<file path="config.mk">
export PLATFORM = sky130hd
export DESIGN_NAME = adder_functional_unit_flat
export DESIGN_NICKNAME = d
export VERILOG_FILES = /design/src/rtl/adder_fu_pkg.sv /design/src/rtl/adder_functional_unit_if.sv /design/src/rtl/adder_fu_alu.sv /design/src/rtl/adder_functional_unit.sv /design/src/flat_wrapper.sv
export SDC_FILE = /design/constraint.sdc
export NUM_CORES = 1
export LEC_CHECK = 0
export CAP_MARGIN = 20
export CORE_ASPECT_RATIO = 0.8
export CORE_MARGIN = 10
export CORE_UTILIZATION = 46
export DETAILED_ROUTE_END_ITERATION = 12
export PLACE_DENSITY = 0.84
export SLEW_MARGIN = 20
export SYNTH_ARGS = -nofsm -noshare
export SYNTH_HDL_FRONTEND = slang
export SYNTH_HIERARCHICAL = 1
export SYNTH_SLANG_ARGS = --single-unit
export TNS_END_PERCENT = 100
</file>
<file path="constraint.sdc">
create_clock -name clk -period 1.85 [get_ports clk]
set_clock_uncertainty 0.05 [all_clocks]
set_input_delay 0.37 -clock clk [delete_from_list [all_inputs] [get_ports clk]]
set_output_delay 0.37 -clock clk [all_outputs]
set_load 0.02 [all_outputs]
</file>
<file path="src/rtl/adder_fu_pkg.sv">
// Shared definitions for the adder functional unit.
//   - adder opcodes (ADD/SUB and their B-variants)
//   - FSM state encoding
//   - instruction field bit positions
// Optional feature macro used elsewhere: ADDER_FU_OVERFLOW_EN
package adder_fu_pkg;

    localparam logic [3:0] OP_ADD  = 4'b0000;
    localparam logic [3:0] OP_SUB  = 4'b0001;
    localparam logic [3:0] OP_ADDB = 4'b0100;
    localparam logic [3:0] OP_SUBB = 4'b0101;

    // Instruction word fields: [3:0] opcode, [6:4] Rx, [9:7] Ry, [12:10] Rz
    localparam int unsigned OPC_LSB = 0;
    localparam int unsigned OPC_MSB = 3;
    localparam int unsigned RX_LSB  = 4;
    localparam int unsigned RX_MSB  = 6;
    localparam int unsigned RY_LSB  = 7;
    localparam int unsigned RY_MSB  = 9;
    localparam int unsigned RZ_LSB  = 10;
    localparam int unsigned RZ_MSB  = 12;

    typedef enum logic [1:0] {
        StIdle = 2'b00,
        StExec = 2'b01,
        StDone = 2'b10
    } fu_state_e;

endpackage

</file>
<file path="src/rtl/adder_functional_unit_if.sv">
// Dispatch + completion bus between reservation station and adder unit.
//   master: reservation station / completion bus side (drives issue_*, op_*, cdb_ack)
//   slave : functional unit (drives issue_ready, cdb_*)
// With ADDER_FU_OVERFLOW_EN defined an extra cdb_overflow signal is carried.
interface adder_functional_unit_if #(
    parameter int unsigned DATA_W = 16,
    parameter int unsigned TAG_W  = 3,
    parameter int unsigned INST_W = 16
);
    logic              issue_valid;
    logic [INST_W-1:0] issue_inst;
    logic [TAG_W-1:0]  issue_tag;
    logic [DATA_W-1:0] op_a;
    logic [DATA_W-1:0] op_b;
    logic              issue_ready;
    logic              cdb_valid;
    logic [TAG_W-1:0]  cdb_tag;
    logic [INST_W-1:0] cdb_inst;
    logic [DATA_W-1:0] cdb_data;
    logic              cdb_illegal;
    logic              cdb_ack;
`ifdef ADDER_FU_OVERFLOW_EN
    logic              cdb_overflow;

    modport master (
        output issue_valid, issue_inst, issue_tag, op_a, op_b, cdb_ack,
        input  issue_ready, cdb_valid, cdb_tag, cdb_inst, cdb_data, cdb_illegal, cdb_overflow
    );
    modport slave (
        input  issue_valid, issue_inst, issue_tag, op_a, op_b, cdb_ack,
        output issue_ready, cdb_valid, cdb_tag, cdb_inst, cdb_data, cdb_illegal, cdb_overflow
    );
`else
    modport master (
        output issue_valid, issue_inst, issue_tag, op_a, op_b, cdb_ack,
        input  issue_ready, cdb_valid, cdb_tag, cdb_inst, cdb_data, cdb_illegal
    );
    modport slave (
        input  issue_valid, issue_inst, issue_tag, op_a, op_b, cdb_ack,
        output issue_ready, cdb_valid, cdb_tag, cdb_inst, cdb_data, cdb_illegal
    );
`endif
endinterface

</file>
<file path="src/rtl/adder_fu_alu.sv">
// Combinational opcode decode and add/subtract.
//   opcode  in : instruction opcode field
//   op_a    in : first operand (Ry)
//   op_b    in : second operand (Rx)
//   result  out: op_a +/- op_b modulo 2^DATA_W, 0 for non-adder opcodes
//   illegal out: opcode is not an adder opcode
//   overflow out (ADDER_FU_OVERFLOW_EN only): signed overflow, 0 when illegal
module adder_fu_alu
    import adder_fu_pkg::*;
#(
    parameter int unsigned DATA_W = 16
) (
    input  logic [3:0]        opcode,
    input  logic [DATA_W-1:0] op_a,
    input  logic [DATA_W-1:0] op_b,
    output logic [DATA_W-1:0] result,
`ifdef ADDER_FU_OVERFLOW_EN
    output logic              overflow,
`endif
    output logic              illegal
);

    logic a_s, b_s, r_s;
    assign a_s = op_a[DATA_W-1];
    assign b_s = op_b[DATA_W-1];
    assign r_s = result[DATA_W-1];

    always_comb begin
        result  = '0;
        illegal = 1'b0;
`ifdef ADDER_FU_OVERFLOW_EN
        overflow = 1'b0;
`endif
        case (opcode)
            OP_ADD, OP_ADDB: begin
                result = op_a + op_b;
`ifdef ADDER_FU_OVERFLOW_EN
                overflow = (a_s == b_s) && (r_s != a_s);
`endif
            end
            OP_SUB, OP_SUBB: begin
                result = op_a - op_b;
`ifdef ADDER_FU_OVERFLOW_EN
                overflow = (a_s != b_s) && (r_s != a_s);
`endif
            end
            default: illegal = 1'b1;
        endcase
    end

`ifndef ADDER_FU_OVERFLOW_EN
    // Sign bits only feed the overflow logic.
    logic unused_signs;
    assign unused_signs = a_s ^ b_s ^ r_s;
`endif

endmodule

</file>
<file path="src/rtl/adder_functional_unit.sv">
// Adder functional unit: accepts one ADD/SUB dispatch when idle, completes it
// LATENCY cycles later on the completion port and holds it until cdb_ack.
//   clk, rst : rising-edge clock, asynchronous active-high reset
//   bus      : adder_functional_unit_if.slave (issue_* in, issue_ready out,
//              cdb_* out, cdb_ack in)
// Optional macro ADDER_FU_OVERFLOW_EN adds cdb_overflow.
module adder_functional_unit
    import adder_fu_pkg::*;
#(
    parameter int unsigned DATA_W  = 16,
    parameter int unsigned TAG_W   = 3,
    parameter int unsigned INST_W  = 16,
    parameter int unsigned LATENCY = 3
) (
    input  logic                    clk,
    input  logic                    rst,
    adder_functional_unit_if.slave  bus
);

    localparam logic [3:0] CNT_INIT = 4'(LATENCY - 1);

    fu_state_e         state_q, state_d;
    logic [3:0]        cnt_q, cnt_d;
    logic [TAG_W-1:0]  tag_q, tag_d;
    logic [INST_W-1:0] inst_q, inst_d;
    logic [DATA_W-1:0] data_q, data_d;
    logic              illegal_q, illegal_d;

    logic [DATA_W-1:0] alu_result;
    logic              alu_illegal;
`ifdef ADDER_FU_OVERFLOW_EN
    logic              alu_overflow;
    logic              ovf_q, ovf_d;
`endif

    // Result is computed from the dispatch inputs and captured on acceptance.
    adder_fu_alu #(
        .DATA_W (DATA_W)
    ) u_alu (
        .opcode   (bus.issue_inst[OPC_MSB:OPC_LSB]),
        .op_a     (bus.op_a),
        .op_b     (bus.op_b),
        .result   (alu_result),
`ifdef ADDER_FU_OVERFLOW_EN
        .overflow (alu_overflow),
`endif
        .illegal  (alu_illegal)
    );

    always_comb begin
        state_d   = state_q;
        cnt_d     = cnt_q;
        tag_d     = tag_q;
        inst_d    = inst_q;
        data_d    = data_q;
        illegal_d = illegal_q;
`ifdef ADDER_FU_OVERFLOW_EN
        ovf_d     = ovf_q;
`endif
        unique case (state_q)
            StIdle: begin
                if (bus.issue_valid) begin
                    tag_d     = bus.issue_tag;
                    inst_d    = bus.issue_inst;
                    data_d    = alu_result;
                    illegal_d = alu_illegal;
`ifdef ADDER_FU_OVERFLOW_EN
                    ovf_d     = alu_overflow;
`endif
                    cnt_d     = CNT_INIT;
                    state_d   = (LATENCY == 1) ? StDone : StExec;
                end
            end
            StExec: begin
                cnt_d = cnt_q - 4'd1;
                if (cnt_q == 4'd1) begin
                    state_d = StDone;
                end
            end
            StDone: begin
                if (bus.cdb_ack) begin
                    state_d = StIdle;
                end
            end
            default: state_d = StIdle;
        endcase
    end

    always_ff @(posedge clk or posedge rst) begin
        if (rst) begin
            state_q   <= StIdle;
            cnt_q     <= '0;
            tag_q     <= '0;
            inst_q    <= '0;
            data_q    <= '0;
            illegal_q <= 1'b0;
`ifdef ADDER_FU_OVERFLOW_EN
            ovf_q     <= 1'b0;
`endif
        end else begin
            state_q   <= state_d;
            cnt_q     <= cnt_d;
            tag_q     <= tag_d;
            inst_q    <= inst_d;
            data_q    <= data_d;
            illegal_q <= illegal_d;
`ifdef ADDER_FU_OVERFLOW_EN
            ovf_q     <= ovf_d;
`endif
        end
    end

    assign bus.issue_ready  = (state_q == StIdle);
    assign bus.cdb_valid    = (state_q == StDone);
    assign bus.cdb_tag      = tag_q;
    assign bus.cdb_inst     = inst_q;
    assign bus.cdb_data     = data_q;
    assign bus.cdb_illegal  = illegal_q;
`ifdef ADDER_FU_OVERFLOW_EN
    assign bus.cdb_overflow = ovf_q;
`endif

endmodule

</file>
<file path="src/flat_wrapper.sv">
// flat-port wrapper written by rule: the top's interface ports become plain ports
module adder_functional_unit_flat import adder_fu_pkg::*;
#(
    parameter int unsigned DATA_W  = 16,
    parameter int unsigned TAG_W   = 3,
    parameter int unsigned INST_W  = 16,
    parameter int unsigned LATENCY = 3
)
  (clk, rst, bus_issue_valid, bus_issue_inst, bus_issue_tag, bus_op_a, bus_op_b, bus_cdb_ack, bus_issue_ready, bus_cdb_valid, bus_cdb_tag, bus_cdb_inst, bus_cdb_data, bus_cdb_illegal);
  adder_functional_unit_if #(.DATA_W(DATA_W), .TAG_W(TAG_W), .INST_W(INST_W)) bus_i ();
  input  logic clk;
  input  logic rst;
  input wire logic [$bits(bus_i.issue_valid)-1:0] bus_issue_valid;
  input wire logic [$bits(bus_i.issue_inst)-1:0] bus_issue_inst;
  input wire logic [$bits(bus_i.issue_tag)-1:0] bus_issue_tag;
  input wire logic [$bits(bus_i.op_a)-1:0] bus_op_a;
  input wire logic [$bits(bus_i.op_b)-1:0] bus_op_b;
  input wire logic [$bits(bus_i.cdb_ack)-1:0] bus_cdb_ack;
  output wire logic [$bits(bus_i.issue_ready)-1:0] bus_issue_ready;
  output wire logic [$bits(bus_i.cdb_valid)-1:0] bus_cdb_valid;
  output wire logic [$bits(bus_i.cdb_tag)-1:0] bus_cdb_tag;
  output wire logic [$bits(bus_i.cdb_inst)-1:0] bus_cdb_inst;
  output wire logic [$bits(bus_i.cdb_data)-1:0] bus_cdb_data;
  output wire logic [$bits(bus_i.cdb_illegal)-1:0] bus_cdb_illegal;
  assign bus_i.issue_valid = bus_issue_valid;
  assign bus_i.issue_inst = bus_issue_inst;
  assign bus_i.issue_tag = bus_issue_tag;
  assign bus_i.op_a = bus_op_a;
  assign bus_i.op_b = bus_op_b;
  assign bus_i.cdb_ack = bus_cdb_ack;
  assign bus_issue_ready = bus_i.issue_ready;
  assign bus_cdb_valid = bus_i.cdb_valid;
  assign bus_cdb_tag = bus_i.cdb_tag;
  assign bus_cdb_inst = bus_i.cdb_inst;
  assign bus_cdb_data = bus_i.cdb_data;
  assign bus_cdb_illegal = bus_i.cdb_illegal;
  adder_functional_unit #(.DATA_W(DATA_W), .TAG_W(TAG_W), .INST_W(INST_W), .LATENCY(LATENCY)) u_core (.clk(clk), .rst(rst), .bus(bus_i));
endmodule
</file>
==> flow_summary.yaml <==
global_route:
  overflow: 0
  grt_usage_pct: 20.5
  grt_max_degree: 43
  grt_pass1_vias: 3385
  grt_antenna_before_repair: 0
  grt_pass1_wl_mm: 16.5
place:
  routabilityCongestion: 0.824
  port-buffer-count: 92
  post-place-ws_ps: -1650
  dp_hpwl_mm: 6.99
sta:
  worst_pin_slew_ps: 643
  finalHoldViolCount: 0
  setup_violations: 14
  hold-worst-slack_ps: 223
  setup_slack_ps: -1070
  timing.fmax_mhz: 343
  drv_slew: 0
  fin_crit_sh_pct: 158
  rsz0062_at_grt: "true"
  relSlewSlack_pct: 57.1
  tns_ps: -9660
  period_needed_ps: 2920
clocking:
  htreeDepth: 2
  ctsHoldBuffers: 0
  clkLatencyLatePin_ps: 290
  cts_made_buffers: 5
  cts_tree: "built"
  clock_sinks: 42
  path_clk_slew_ps: 80
  cts_root_buf: "clkbuf_8"
  cts_buffer_depth: 2
synthesis:
  synth_edf_count: 0
  synth_area_um2: 2810
  synthTopCellsByCount: "nand2_1, dfrtp_1, nor2_1, ha_1"
  synth-simple-area-share_pct: 28.3
  muxShareOfSynthArea_pct: 0.713
  yosysMostFrequentCell: "nand2_1"
  synth_compound_area_share_pct: 12.7
  synth_cells: 343
  ys_seq_area_share_pct: 37.4
  synth_largest_area_cell: "dfrtp_1"
  synthesis.nets: 417
  yosys_warnings: 6
  ys_types: 50
  synthDominantCellAreaShare_pct: 37.4
  synthArstFlopShare_pct: 100
  synth.avg_cell_area_um2: 8.19
  synth_seq_cells: 42
  synth_xor_area_share_pct: 8.06
  synth_adder_area_share_pct: 8.73
  synth_top_family_by_area: "simple AND/OR/NAND/NOR gates"
  ys.flop_type: "dfrtp_1"
  ys_top_cells_by_area: "dfrtp_1, nand2_1, ha_1"
pwr:
  swShare_pct: 41.4
  p_leak_nw: 2.39
  power_frac_clock_pct: 13.3
  power_density_nw_per_um2: 1140
  p_comb_share_pct: 57.7
  p_sw_w: 0.00232
  p_int_w: 0.00329
  peakVddDrop_mv: 1.08
  seq_power_share_pct: 29.0
detailed_routing:
  firstDrtPassIters: 5
  wl_mm: 11.4
  num_vias: 3295
  avgRoutedWirePerCell_um: 18.9
  ant_nets: 0
  drt_iter0_drc: 267
  vias_per_cell: 5.48
  drc: 0
layout:
  drive_gt1_share_pct: 31.9
  num-fill-cells: 334
  area_growth_pct: 75.6
  n_antenna_cell: 0
  nNetsFinal: 594
floorplanning:
  rows: 25
  die_w_um: 107
  io_pins: 93
  die_area_um2: 9650
  die_h_um: 89.9
  start_util_pct: 47.5
  core_um2: 5910
flow_run:
  cap_viol_max_count: 0
setup_path:
  reg2reg_depth: 4
  start_kind: "input pin"
  end_kind: "register"
  required_ps: 1990
  crit_arrival_ps: 3060
  worstSetupPathType: "input pin to register"
  critical_path.max_fanout: 3
min_path:
  hold_depth: 3
  hp-class: "input pin to register"
status:
  violations: "setup timing"
  status: "complete, but fails checks"
==> area by class of cell <==
class                      count  area, um2  share of cell area (%)
clock buffer                   6       82.6                    1.67
multi-input combinational    280       1940                    39.3
inverter                      10       42.5                   0.863
tap                           81        101                    2.05
timing repair buffer         181       1680                    34.1
sequential                    42       1050                    21.3
clock inverter                 1       30.0                   0.609
==> per-layer routing <==
| metal | part of all wire, % | track usage [%] | vias to the layer above |
|---|---|---|---|
| met5 | 0 | 0 | - |
| met4 | 4.8 | 5.78 | 0 |
| met3 | 7.5 | 6.63 | 54 |
| met2 | 51 | 36.5 | 161 |
| met1 | 37 | 22.6 | 1573 |
| li1 | - | - | 1507 |
==> cells in the final DEF (no fill, tap or decap), types with 3 or more instances in the layout <==
| master | netlist | layout |
|---|---|---|
| dfrtp_1 | 42 | 42 |
| clkbuf_8 | 0 | 6 |
| o21ai_2 | 0 | 5 |
| clkdlybuf4s50_1 | 0 | 77 |
| a21oi_2 | 1 | 7 |
| nand2_2 | 0 | 3 |
| nand2b_1 | 3 | 3 |
| xnor2_2 | 1 | 3 |
| inv_1 | 10 | 6 |
| nor2_1 | 26 | 20 |
| o21ai_0 | 10 | 4 |
| a31oi_1 | 3 | 3 |
| nand3_1 | 6 | 4 |
| nor3_1 | 4 | 4 |
| buf_12 | 0 | 3 |
| nor2_4 | 0 | 4 |
| nand2_1 | 119 | 115 |
| a21o_1 | 6 | 6 |
| buf_4 | 2 | 72 |
| dlygate4sd2_1 | 0 | 4 |
| ha_1 | 18 | 15 |
| buf_6 | 3 | 20 |
| a21oi_4 | 0 | 3 |
| o21a_1 | 3 | 3 |
| xnor2_1 | 10 | 8 |
| a21oi_1 | 14 | 5 |
| xor2_1 | 14 | 14 |
==> timing repair <==
item	CTS	global route
resized for setup	88	39
setup endpoints to repair	17	13
cloned	0	0
pin swaps	43	30
buffers inserted	13	13
==> worst max-delay path: stages <==
cell      delay (ps)
buf_6             90
or4_4            590
nor4_4           200
nor2_1           130
xnor2_1          160
ha_1             330
buf_6            130
buf_6            100
a21oi_2          100
o21ai_1           90
a31oi_1          200
buf_4            170
o21bai_1          70
xnor2_1          140
nor2_1            60
nand2_1           80
nand2_1           50
==> worst paths after layout <==
check                                              from                      end  slack (ps)
min in group asynchronous                           rst  u_core/bus.cdb_data[12]         370
worst min-delay path                  bus_issue_inst[3]   u_core/bus.cdb_inst[3]         220
worst min register to register  u_core/bus.cdb_data[14]  u_core/bus.cdb_data[14]         430
worst max register to register        u_core/state_q[0]    u_core/bus.cdb_tag[0]         380
max in group asynchronous                           rst   u_core/bus.cdb_data[6]        1180
worst max-delay path                        bus_op_b[4]  u_core/bus.cdb_data[12]       -1070
==> state kept, by name, indices dropped and copies added, names as in the netlist <==
signal	flops
u_core/bus.cdb_data	16
u_core/state_q	2
u_core/bus.cdb_illegal	1
u_core/cnt_q	4
u_core/bus.cdb_inst	16
u_core/bus.cdb_tag	3
==> cell families (layout without fill, tap and decap cells) <==
| group | after synthesis | after routing |
|---|---|---|
| flip-flops | 42 | 42 |
| AO/OA/AOI/OAI | 55 | 55 |
| adder cells (fa/ha/maj) | 19 | 19 |
| buffers and inverters | 21 | 198 |
| multiplexers | 2 | 2 |
| XOR/XNOR | 25 | 25 |
| AND/OR/NAND/NOR | 179 | 179 |
==> power groups by stage <==
| stage | clock network [W] | logic, W | registers [W] |
|---|---|---|---|
| after floorplan | 0 | 0.00109 | 0.00202 |
| after global placement | 0 | 0.00284 | 0.00159 |
| after detailed placement | 0 | 0.00293 | 0.00162 |
| after CTS | 0.000754 | 0.00304 | 0.00161 |
| after global routing | 0.000802 | 0.00346 | 0.00169 |
| final | 0.000749 | 0.00324 | 0.00163 |
==> per-stage QoR <==
stage / utilization [%] / instance area, um2 / std cells / power (W)
after floorplan: - / 2870 / 343 / 0.00310
after global placement: 73.8 / 4360 / 572 / 0.00443
after detailed placement: 73.8 / 4360 / 572 / 0.00454
after CTS: 79.3 / 4690 / 590 / 0.00540
after global routing: 83.4 / 4930 / 601 / 0.00595
final: 83.4 / 4930 / 601 / 0.00561
Power figures use the tool's default switching activity.
